[src/rtl/fp32_rsqrt_arbiter_pkg.sv]
// fp32_rsqrt_arbiter_pkg: shared types, limits and helpers for the rsqrt arbiter slice
package fp32_rsqrt_arbiter_pkg;
  typedef logic [31:0] fp32_t;
  localparam int RSQRT_ARB_MAX_REQ = 8;
  function automatic bit is_pow2(input int v);
    return (v > 0) && ((v & (v - 1)) == 0);
  endfunction
endpackage

[src/rtl/rsqrt_tag_fifo.sv]
// rsqrt_tag_fifo: synchronous FIFO holding requester tags of in-flight rsqrt operations
module rsqrt_tag_fifo
  import fp32_rsqrt_arbiter_pkg::*;
#(
  parameter int W = 2,
  parameter int DEPTH = 32,
  localparam int AW = $clog2(DEPTH),
  localparam int CW = $clog2(DEPTH + 1)
) (
  input  logic          i_clk,
  input  logic          i_rst_n,
  input  logic          i_push,
  input  logic [W-1:0]  i_din,
  input  logic          i_pop,
  output logic [W-1:0]  o_dout,
  output logic [CW-1:0] o_count
);
  logic [W-1:0] r_mem [DEPTH];
  logic [AW-1:0] r_wr, r_rd;
  logic [CW-1:0] r_count;
  if (!is_pow2(DEPTH)) begin : g_bad_depth
    $error("rsqrt_tag_fifo: DEPTH must be a power of two");
  end
  always_ff @(posedge i_clk) begin
    if (i_push) r_mem[r_wr] <= i_din;
  end
  // pointers wrap naturally because DEPTH is a power of two
  always_ff @(posedge i_clk or negedge i_rst_n) begin
    if (!i_rst_n) begin
      r_wr <= '0;
      r_rd <= '0;
      r_count <= '0;
    end else begin
      if (i_push) r_wr <= r_wr + 1'b1;
      if (i_pop) r_rd <= r_rd + 1'b1;
      if (i_push && !i_pop) r_count <= r_count + 1'b1;
      else if (i_pop && !i_push) r_count <= r_count - 1'b1;
    end
  end
  assign o_dout = r_mem[r_rd];
  assign o_count = r_count;
endmodule

[src/rtl/fp32_rsqrt_arbiter.sv]
// fp32_rsqrt_arbiter: round-robin sharing of one pipelined fp32 rsqrt unit,
// with in-order tag tracking so each result returns to the requester that issued it
module fp32_rsqrt_arbiter
  import fp32_rsqrt_arbiter_pkg::*;
#(
  parameter int NUM_REQ = 4,
  parameter int ID_W = $clog2(NUM_REQ),
  parameter int TAG_DEPTH = 32
) (
  input  logic               i_clk,
  input  logic               i_rst_n,
  input  logic [NUM_REQ-1:0] i_req_vld,
  output logic [NUM_REQ-1:0] o_req_rdy,
  input  fp32_t              i_req_a [NUM_REQ],
  output logic               o_rsu_op_vld,
  output fp32_t              o_rsu_a,
  input  logic               i_rsu_result_vld,
  input  fp32_t              i_rsu_result,
  output logic [NUM_REQ-1:0] o_rsp_vld,
  output fp32_t              o_rsp_data,
  output logic               o_busy,
  output logic               o_err_spurious
);
  localparam int CW = $clog2(TAG_DEPTH + 1);
  if (NUM_REQ < 2 || NUM_REQ > RSQRT_ARB_MAX_REQ) begin : g_bad_num_req
    $error("fp32_rsqrt_arbiter: NUM_REQ out of range");
  end
  if (!is_pow2(TAG_DEPTH)) begin : g_bad_tag_depth
    $error("fp32_rsqrt_arbiter: TAG_DEPTH must be a power of two");
  end
  logic [ID_W-1:0] r_rr_ptr, w_idx, w_gnt_id, w_rr_nxt, w_head;
  logic [CW-1:0] w_count;
  logic w_found, w_full, w_empty, w_pop;
  logic r_rsu_op_vld, r_err_spurious;
  fp32_t r_rsu_a, r_rsp_data;
  logic [NUM_REQ-1:0] r_rsp_vld;
  assign w_full = (w_count == CW'(TAG_DEPTH));
  assign w_empty = (w_count == '0);
  assign w_pop = i_rsu_result_vld && !w_empty;
  // first eligible requester at or after the round-robin pointer wins
  always_comb begin
    w_found = 1'b0;
    w_gnt_id = '0;
    w_idx = '0;
    for (int k = 0; k < NUM_REQ; k++) begin
      w_idx = ID_W'((int'(r_rr_ptr) + k) % NUM_REQ);
      if (!w_found && !w_full && i_req_vld[w_idx]) begin
        w_found = 1'b1;
        w_gnt_id = w_idx;
      end
    end
  end
  assign w_rr_nxt = ID_W'((int'(w_gnt_id) + 1) % NUM_REQ);
  assign o_req_rdy = w_found ? (NUM_REQ'(1) << w_gnt_id) : '0;
  rsqrt_tag_fifo #(.W(ID_W), .DEPTH(TAG_DEPTH)) u_tag_fifo (
    .i_clk(i_clk),
    .i_rst_n(i_rst_n),
    .i_push(w_found),
    .i_din(w_gnt_id),
    .i_pop(w_pop),
    .o_dout(w_head),
    .o_count(w_count)
  );
  always_ff @(posedge i_clk or negedge i_rst_n) begin
    if (!i_rst_n) begin
      r_rsu_op_vld <= 1'b0;
      r_rsu_a <= '0;
      r_rr_ptr <= '0;
      r_rsp_vld <= '0;
      r_rsp_data <= '0;
      r_err_spurious <= 1'b0;
    end else begin
      r_rsu_op_vld <= w_found;
      if (w_found) begin
        r_rsu_a <= i_req_a[w_gnt_id];
        r_rr_ptr <= w_rr_nxt;
      end
      r_rsp_vld <= w_pop ? (NUM_REQ'(1) << w_head) : '0;
      if (w_pop) r_rsp_data <= i_rsu_result;
      // a result with no outstanding tag cannot be routed; flag it until reset
      if (i_rsu_result_vld && w_empty) r_err_spurious <= 1'b1;
    end
  end
  assign o_rsu_op_vld = r_rsu_op_vld;
  assign o_rsu_a = r_rsu_a;
  assign o_rsp_vld = r_rsp_vld;
  assign o_rsp_data = r_rsp_data;
  assign o_busy = !w_empty;
  assign o_err_spurious = r_err_spurious;
endmodule

[config.mk]
export PLATFORM = sky130hd
export DESIGN_NAME = fp32_rsqrt_arbiter
export DESIGN_NICKNAME = d
export VERILOG_FILES = /design/src/rtl/fp32_rsqrt_arbiter_pkg.sv /design/src/rtl/rsqrt_tag_fifo.sv /design/src/rtl/fp32_rsqrt_arbiter.sv
export SDC_FILE = /design/constraint.sdc
export NUM_CORES = 1
export LEC_CHECK = 0
export ABC_AREA = 1
export CAP_MARGIN = 40
export CELL_PAD_IN_SITES_DETAIL_PLACEMENT = 0
export CELL_PAD_IN_SITES_GLOBAL_PLACEMENT = 1
export CORE_AREA = 10 10 170 156
export DETAILED_ROUTE_END_ITERATION = 6
export DIE_AREA = 0 0 180 166
export PLACE_DENSITY_LB_ADDON = 0.1
export SLEW_MARGIN = 10
export SYNTH_ARGS = -nofsm -noshare
export SYNTH_HDL_FRONTEND = slang
export SYNTH_SLANG_ARGS = --single-unit
[constraint.sdc]
create_clock -name i_clk -period 7.9 [get_ports i_clk]
set_clock_uncertainty 0.05 [all_clocks]
set_input_delay 1.58 -clock i_clk [delete_from_list [all_inputs] [get_ports i_clk]]
set_output_delay 1.58 -clock i_clk [all_outputs]
set_load 0.02 [all_outputs]
==> impl_metrics.yaml, run 1 <==
global_route:
  grt_pass1_vias: 7252
  antenna_found_initial: 4
  grtUsageMet3: 0.06665
  grt_max_degree: 74
  grt-busiest-layer: "met2"
  grt_pass1_wl_um: 41670
  met1_usage: 0.2229
  use_met2: 0.2703
  grt.overflow.total: 0
  grt_usage: 0.1732
placed_design:
  place.gp.congestion: 0.7882
  io_buffer_count: 241
  placed_cells: 1576
  dp_hpwl_um: 19140
  pre_cts_slack_ns: 2.046
  dpl_cell_area_mm2: 0.01103
finish:
  syn2layout_area_growth_pct: 38.56
  drive_above_1_share: 0.05054
  fin_area_mm2: 0.01163
  nNetsFinal: 1475
  fillers: 2270
  layout.cells.non_filler: 1611
  utilization: 0.5056
cts:
  postCtsResizedCells: 0
  cts_buffers: 17
  postCtsSetupRepairBufs: 0
  cts_max_level: 4
  clock_path_buffers: 2
  clockRootBuffer: "clkbuf_16"
  clock_latency_ns: 0.42
  cts_tree: "yes"
  cts_sinks: 152
  clkTransAtPathRegs_ns: 0.06
  cts_hold_buffers: 0
logic_synthesis:
  synth_area_mm2: 0.008397
  yosys_warnings: 0
  yosysSeqAreaShare: 0.4911
  syn_inst: 1074
  synth.avg_cell_area_um2: 7.818
  async_flop_share: 0.5789
  yosys_most_used_dff: "dfrtp_1"
  synth.ff_latch_count: 152
  synth_cell_types: 37
  synth.top_cell.area_share: 0.2623
  syn-num-nets: 1256
  netlist_top_cells_area: "dfrtp_1 26%, edfxtp_1 23%, nand2_1 17%"
  synth_top_cell_by_area: "dfrtp_1"
  synth_edf_count: 64
routing:
  wirelength_um: 26560
  vias: 7460
  drc: 0
  via_per_inst: 4.631
  ant_nets: 0
  drt_iter0_markers: 379
  firstDrtPassIters: 5
  wl_per_cell_um: 16.49
sta:
  holdWs_ns: 0.4237
  fin_crit_sh: 0.7331
  fin_tns_setup_ns: 0
  max_freq_mhz: 172.7
  worstMarginPinSlew_ns: 0.7799
  period_minus_slack_ns: 5.792
  rsz0062_at_grt: "no"
  drv_slew: 0
  setup_viol: 0
  relSlewSlack: 0.4800
  worst_slack_ns: 2.108
  hold_viol_final: 0
power_and_ir_drop:
  finalPower_mw: 5.279
  power.leakage_nw: 5.719
  clkPwrFrac: 0.155
  swShare: 0.4742
  p_comb_frac: 0.586
  p_per_area_mw_per_mm2: 453.7
  vdd_ir_drop_max_mv: 0.4002
  p_int_mw: 2.776
  p_seq_frac: 0.260
  p_switching_mw: 2.503
critical_path:
  end_kind: "output port"
  crit_required_ns: 6.27
  crit_arrival_ns: 4.16
  startpoint_type: "input port"
  path_max_fanout: 25
  crit_type: "input port to output port"
die:
  die_w_um: 180
  ios: 242
  die_h_um: 166
  rows: 53
  initial_core_util: 0.3649
  die-area_mm2: 0.02988
  core_mm2: 0.02301
run_status:
  status: "complete, no violations"
flow_run:
  max_cap_violations: 0
worst_hold_path:
  min_path_type: "register to register"
[final cells by class]
class | count | area [µm²] | area share
tap | 302 | 377.9 | 0.03248
timing repair buffer | 253 | 2560 | 0.2200
antenna | 3 | 7.507 | 0.0006452
multi-input combinational | 699 | 3327 | 0.2859
clock inverter | 11 | 108.9 | 0.009356
clock buffer | 21 | 486.7 | 0.04183
sequential | 152 | 4124 | 0.3544
inverter | 170 | 643.1 | 0.05527
[layout by cell type, fill, tap and decap left out, types with 6 or more instances in the layout]
| cell type | instances |
|---|---|
| edfxtp_1 | 64 |
| clkdlybuf4s50_1 | 240 |
| xor2_1 | 7 |
| nand3b_1 | 32 |
| inv_1 | 167 |
| clkbuf_16 | 19 |
| dfrtp_1 | 88 |
| nand3_1 | 107 |
| o21ai_0 | 41 |
| buf_4 | 10 |
| nand4_1 | 7 |
| nand2_2 | 10 |
| nor3_1 | 7 |
| nand2_1 | 385 |
| ha_1 | 14 |
| o221ai_1 | 6 |
| o22ai_1 | 10 |
| nor2_1 | 48 |
[final timing paths]
kind                       slack [ns]  cells past startpoint           from                     to
setup / recovery                 2.11                     12   i_req_vld[3]           o_req_rdy[3]
hold / removal                   0.42                      2  o_rsp_data[0]          o_rsp_data[0]
setup reg to reg                 3.82                     20    r_rr_ptr[0]  u_tag_fifo.o_count[5]
hold reg to reg                  0.42                      2  o_rsp_data[0]          o_rsp_data[0]
max in group asynchronous        5.61                      2        i_rst_n     u_tag_fifo.r_wr[3]
min in group asynchronous        1.05                      1        i_rst_n           o_rsp_vld[1]
[cells by family after synthesis]
logic type | count (synthesis) | synth area share
simple gates | 605 | 0.3146
xor+xnor | 8 | 0.008345
compound gates | 71 | 0.04887
buf+inv | 223 | 0.1138
flops | 152 | 0.4911
fa+ha+maj | 15 | 0.02325
[layer usage]
layer  vias up  share of wire
li1       3806              -
met1      3439           0.46
met2       201           0.46
met3        14          0.076
met4         0         0.0067
met5         -              0
[sequential cells by signal, summed over array words and instances (netlist names)]
signal / flops
u_tag_fifo.r_wr: 5
u_tag_fifo.o_count: 6
u_tag_fifo.r_rd: 5
o_rsu_op_vld: 1
r_rr_ptr: 2
o_rsp_data: 32
o_rsp_vld: 4
o_rsu_a: 32
o_err_spurious: 1
u_tag_fifo.r_mem: 64
[power by group through the flow]
stage                     Sequential, mW  Combinational, mW  Clock, mW
final                               1.37               3.09      0.817
after global routing                1.40               3.51      0.867
after CTS                           1.37               3.15      0.834
after detailed placement            1.38               3.14          0
after global placement              1.38               3.06          0
after floorplan                     1.48               2.03          0
[critical path, stage by stage]
cell and delay, ns:
clkdlybuf4s50_1 0.47, nand2_1 0.09, nand3_2 0.12, nand2_2 0.12, nand2_2 0.11, o21ai_1 0.07, nand2_1 0.09, nand3_2 0.42
ha_1 0.37, nand2_1 0.10, inv_1 0.06, clkdlybuf4s50_1 0.55
[cell usage after synthesis, types with 3 or more instances]
master,count
a21oi_1,5
buf_2,19
buf_4,4
buf_6,10
clkbuf_1,19
dfrtp_1,88
edfxtp_1,64
ha_1,14
inv_1,167
nand2_1,385
nand2_2,11
nand3_1,108
nand3b_1,32
nand4_1,7
nor2_1,48
nor3_1,7
o211ai_1,3
o21ai_0,41
o221ai_1,6
o22ai_1,10
xor2_1,7
No activity file was read; power rests on OpenSTA's default activity.
==> run 2, diff against run 1 <==
Settings changed: CORE_AREA 10 10 170 156 to 10 10 175 160, DIE_AREA 0 0 180 166 to 0 0 185 170.
Clock period 7.9 ns to 5.9 ns, I/O delays scaled along.
==> run 2 against run 1 <==
Net effect: design area is 0.48% lower; sequential cell count stayed put; cell count up 0.43%; worst setup slack got worse by 1.2 ns; non-clock buffer count grew 1; die area rose by 5.3%; first-iteration DRC count is 0.26% lower; sequential power increased by 34%; combinational power up 34%; clock-buffer cell count is 2 lower; critical path type unchanged; critical endpoint is now o_req_rdy[1]; largest cell class unchanged; highest routed layer is now met5.
==> impl_metrics.yaml, run 2 (synthesized netlist as in run 1, its figures left out) <==
sta:
  setup_viol: 0
  relSlewSlack: 0.5010
  worst_slack_ns: 0.8806
  holdWs_ns: 0.4261
  drv_slew: 0
  fin_crit_sh: 0.8508
  hold_viol_final: 0
  rsz0062_at_grt: "no"
  max_freq_mhz: 199.2
  fin_tns_setup_ns: 0
  worstMarginPinSlew_ns: 0.7485
  period_minus_slack_ns: 5.019
finish:
  layout_commonest_cell: "nand2_1"
  top_register: "u_tag_fifo.r_mem"
  syn2layout_area_growth_pct: 37.89
  fin_area_mm2: 0.01158
  drive_above_1_share: 0.05050
  nNetsFinal: 1476
  layout.cells.non_filler: 1618
  largest_reg_flops: 64
  final_cell_mix: "385 x nand2_1, 240 x clkdlybuf4s50_1, 167 x inv_1"
placed_design:
  placed_cells: 1583
  io_buffer_count: 241
  pre_cts_slack_ns: 0.8785
  dpl_cell_area_mm2: 0.01101
  dp_hpwl_um: 19430
  place.gp.congestion: 0.8336
global_route:
  grt_pass1_wl_um: 41460
  grt_max_degree: 65
  grt.overflow.total: 0
  grt_pass1_vias: 7459
  grt_usage: 0.1680
  antenna_found_initial: 4
cts:
  clockRootBuffer: "clkbuf_16"
  postCtsResizedCells: 0
  postCtsSetupRepairBufs: 0
  clkTransAtPathRegs_ns: 0.06
  clock_path_buffers: 2
  cts_tree: "yes"
  cts_buffers: 17
  cts_max_level: 4
  cts_hold_buffers: 0
  clock_latency_ns: 0.42
  cts_sinks: 152
routing:
  wl_per_cell_um: 16.62
  wirelength_um: 26890
  drt_iter0_markers: 378
  firstDrtPassIters: 4
  vias: 7482
  ant_nets: 0
  via_per_inst: 4.624
  drc: 0
die:
  core_mm2: 0.02419
  die_h_um: 170
  ios: 242
  die-area_mm2: 0.03145
  initial_core_util: 0.3471
  die_w_um: 185
  rows: 54
critical_path:
  crit_arrival_ns: 3.79
  end_kind: "output port"
  crit_required_ns: 4.67
  crit_type: "input port to output port"
  startpoint_type: "input port"
  path_max_fanout: 17
power_and_ir_drop:
  vdd_ir_drop_max_mv: 0.4656
  p_per_area_mw_per_mm2: 605.0
  power.leakage_nw: 5.687
run_status:
  status: "complete, no violations"
flow_run:
  max_cap_violations: 0
worst_hold_path:
  min_path_type: "register to register"
run 2: path summary, 6_finish.rpt:
kind | start | slack, ns | endpoint | depth (start not counted)
min reg2reg | o_rsu_a[11] | 0.43 | o_rsu_a[11] | 2
max reg2reg | r_rr_ptr[0] | 2.54 | u_tag_fifo.o_count[5] | 19
min | o_rsu_a[11] | 0.43 | o_rsu_a[11] | 2
min in group asynchronous | i_rst_n | 0.78 | o_rsp_vld[1] | 1
max in group asynchronous | i_rst_n | 4.00 | o_rsu_a[18] | 2
max | i_req_vld[3] | 0.88 | o_req_rdy[1] | 13
run 2: cell type report:
cell class	instances	area [µm²]
fill	2422	12610
sequential	152	4124
multi-input combinational	699	3327
timing repair buffer	254	2535
inverter	170	643.1
clock buffer	19	432.9
tap	308	385.4
clock inverter	13	123.9
antenna	3	7.507
run 2: routing by layer:
layer / wire [µm] / global-route usage / up-vias / share of wire
li1: - / - / 3809 / -
met1: 11900 / 0.2136 / 3452 / 0.44
met2: 12460 / 0.2655 / 205 / 0.46
met3: 2331 / 0.06195 / 14 / 0.087
met4: 173 / 0.03955 / 2 / 0.0064
met5: 13 / 0 / - / 0.00048
run 2: power breakdown:
group | switching, mW | internal (mW) | leakage, nW
Sequential | 0.207 | 1.62 | 1.63
Combinational | 2.71 | 1.43 | 3.78
Clock | 0.451 | 0.587 | 0.274
run 2: metrics by stage:
stage | total power [mW] | util
2_1_floorplan | 4.702 | -
5_1_grt | 7.678 | 0.4786
3_3_place_gp | 6.001 | 0.4536
4_1_cts | 7.101 | 0.4784
3_5_place_dp | 6.037 | 0.4554
6_report | 7.005 | 0.4787
run 2: worst max-delay path: stages:
cell,delay [ns]
clkdlybuf4s50_1,0.47
nand2_1,0.10
nand3_2,0.12
nand2_2,0.12
nand2_2,0.12
o21ai_1,0.06
nand2_1,0.09
nand2_1,0.09
nor2_4,0.44
ha_1,0.24
nand2_1,0.05
inv_1,0.06
clkdlybuf4s50_1,0.63
==> run 3, diff against run 2 <==
Settings changed: CAP_MARGIN 40 to 10.
==> run 3 against run 2 <==
Net effect: sequential power about the same; routed wire length increased by 0.53%; maximum frequency rose by 0.60%.
==> impl_metrics.yaml, run 3 (synthesized netlist as in run 1, its figures left out) <==
run_status:
  status: "complete, no violations"
sta:
  drv_slew: 0
  period_minus_slack_ns: 4.989
  relSlewSlack: 0.2481
  rsz0062_at_grt: "no"
  worstMarginPinSlew_ns: 1.121
  fin_tns_setup_ns: 0
  max_freq_mhz: 200.4
  hold_viol_final: 0
  setup_viol: 0
  fin_crit_sh: 0.8457
global_route:
  grt_usage: 0.1683
  grt_pass1_wl_um: 41570
  grt.overflow.total: 0
  antenna_found_initial: 4
  grt_max_degree: 65
  grt_pass1_vias: 7497
die:
  ios: 242
  die_h_um: 170
  core_mm2: 0.02419
  die_w_um: 185
  initial_core_util: 0.3471
  die-area_mm2: 0.03145
  rows: 54
power_and_ir_drop:
  finalPower_mw: 6.992
  swShare: 0.4839
  p_seq_frac: 0.262
  p_int_mw: 3.609
  vdd_ir_drop_max_mv: 0.3437
  p_switching_mw: 3.384
  clkPwrFrac: 0.151
  power.leakage_nw: 5.673
  p_comb_frac: 0.588
  p_per_area_mw_per_mm2: 605.6
critical_path:
  crit_arrival_ns: 3.76
  end_kind: "output port"
  crit_type: "input port to output port"
  path_max_fanout: 17
  cp_top_family: "buffers and inverters"
  max_stage_delay_ns: 0.62
  cp_cell_sequence: "clkdlybuf4s50_1, nand2_1, nand3_2, nand2_2, nand2_2, o21ai_1, nand2_1, nand2_1, nor2_4, ha_1, nand2_1, inv_1, clkdlybuf4s50_1"
  crit_required_ns: 4.67
  cp_slowest_cell: "clkdlybuf4s50_1"
  startpoint_type: "input port"
  crit_buf_inv: 3
  cpMostUsedCell: "nand2_1"
finish:
  fin_area_mm2: 0.01155
  largest_reg_flops: 64
  top_register: "u_tag_fifo.r_mem"
  seqCellArea_mm2: 0.004124
  syn2layout_area_growth_pct: 37.51
  drive_above_1_share: 0.04981
  layout_commonest_cell: "nand2_1"
  multi_input_area_mm2: 0.003327
  final_cell_mix: "385 x nand2_1, 240 x clkdlybuf4s50_1, 167 x inv_1"
  nNetsFinal: 1474
  fillers: 2430
cts:
  cts_sinks: 152
  clock_latency_ns: 0.42
  clock_path_buffers: 2
  cts_buffers: 17
  postCtsResizedCells: 0
  postCtsSetupRepairBufs: 0
  clkTransAtPathRegs_ns: 0.06
  cts_tree: "yes"
  clockRootBuffer: "clkbuf_16"
  cts_max_level: 4
  cts_hold_buffers: 0
routing:
  vias: 7455
  wirelength_um: 27030
  firstDrtPassIters: 4
  ant_nets: 0
  drt_iter0_markers: 335
  via_per_inst: 4.616
  wl_per_cell_um: 16.74
  drc: 0
placed_design:
  place.gp.congestion: 0.8336
  dp_hpwl_um: 19390
  io_buffer_count: 241
  dpl_cell_area_mm2: 0.01097
flow_run:
  max_cap_violations: 0
worst_hold_path:
  min_path_type: "register to register"
[run 3: cell types whose count changed in the layout (fill, tap and decap cells not counted)]
| cell | previous run | this run |
|---|---|---|
| buf_16 | 1 | 0 |
| inv_6 | 3 | 6 |
| clkbuf_8 | 0 | 1 |
| bufinv_16 | 1 | 0 |
| diode_2 | 3 | 2 |
| clkbuf_1 | 2 | 1 |
| clkinv_4 | 4 | 3 |
| clkbuf_16 | 17 | 18 |
| buf_8 | 1 | 0 |
| clkinv_2 | 2 | 0 |
[run 3: cell type report]
class | count | share of cell area
clock inverters | 12 | 0.008778
flip-flops and latches | 152 | 0.3572
multi-input cells | 699 | 0.2881
inverters | 170 | 0.05570
repair buffers | 252 | 0.2159
clock buffers | 20 | 0.04053
diodes | 2 | 0.0004335
well taps | 308 | 0.03338
[run 3: path summary, 6_finish.rpt]
check	slack, ns	depth (start not counted)	to	from
min in group asynchronous	0.76	1	o_rsp_vld[1]	i_rst_n
setup / recovery	0.91	13	o_req_rdy[0]	i_req_vld[3]
setup reg to reg	2.28	10	r_rr_ptr[1]	r_rr_ptr[0]
hold reg to reg	0.43	2	o_rsu_a[8]	o_rsu_a[8]
max in group asynchronous	4.01	2	o_rsu_a[8]	i_rst_n
hold / removal	0.43	2	o_rsu_a[8]	o_rsu_a[8]
[run 3: metrics by stage]
stage | util | std cells | hold slack, ns | setup slack (ns)
after global placement | 0.4536 | 1581 | 0.4095 | 0.9087
after global routing | 0.4773 | 1615 | 0.4456 | 0.6679
after detailed placement | 0.4536 | 1581 | 0.4148 | 0.9098
after CTS | 0.4771 | 1613 | 0.4315 | 0.8885
final | 0.4773 | 1615 | 0.4271 | 0.9106
after floorplan | - | 1074 | 0.3919 | 1.996
[run 3: power groups by stage]
stage / Combinational, mW / Clock (mW) / Sequential, mW
2_1_floorplan: 2.72 / 0 / 1.98
3_3_place_gp: 4.16 / 0 / 1.84
3_5_place_dp: 4.17 / 0 / 1.84
4_1_cts: 4.18 / 1.08 / 1.83
5_1_grt: 4.68 / 1.12 / 1.87
6_report: 4.11 / 1.05 / 1.83
[run 3: layer usage]
layer,share of wire,global-route usage
met1,0.45,0.2118
met2,0.46,0.2654
met3,0.079,0.06089
met4,0.016,0.04944
met5,0.0010,0
[run 3: worst min-delay path, cell delays in order (launching register included)]
cell and delay [ns]:
dfrtp_1 0.34, nand2_1 0.05, nand2_1 0.05
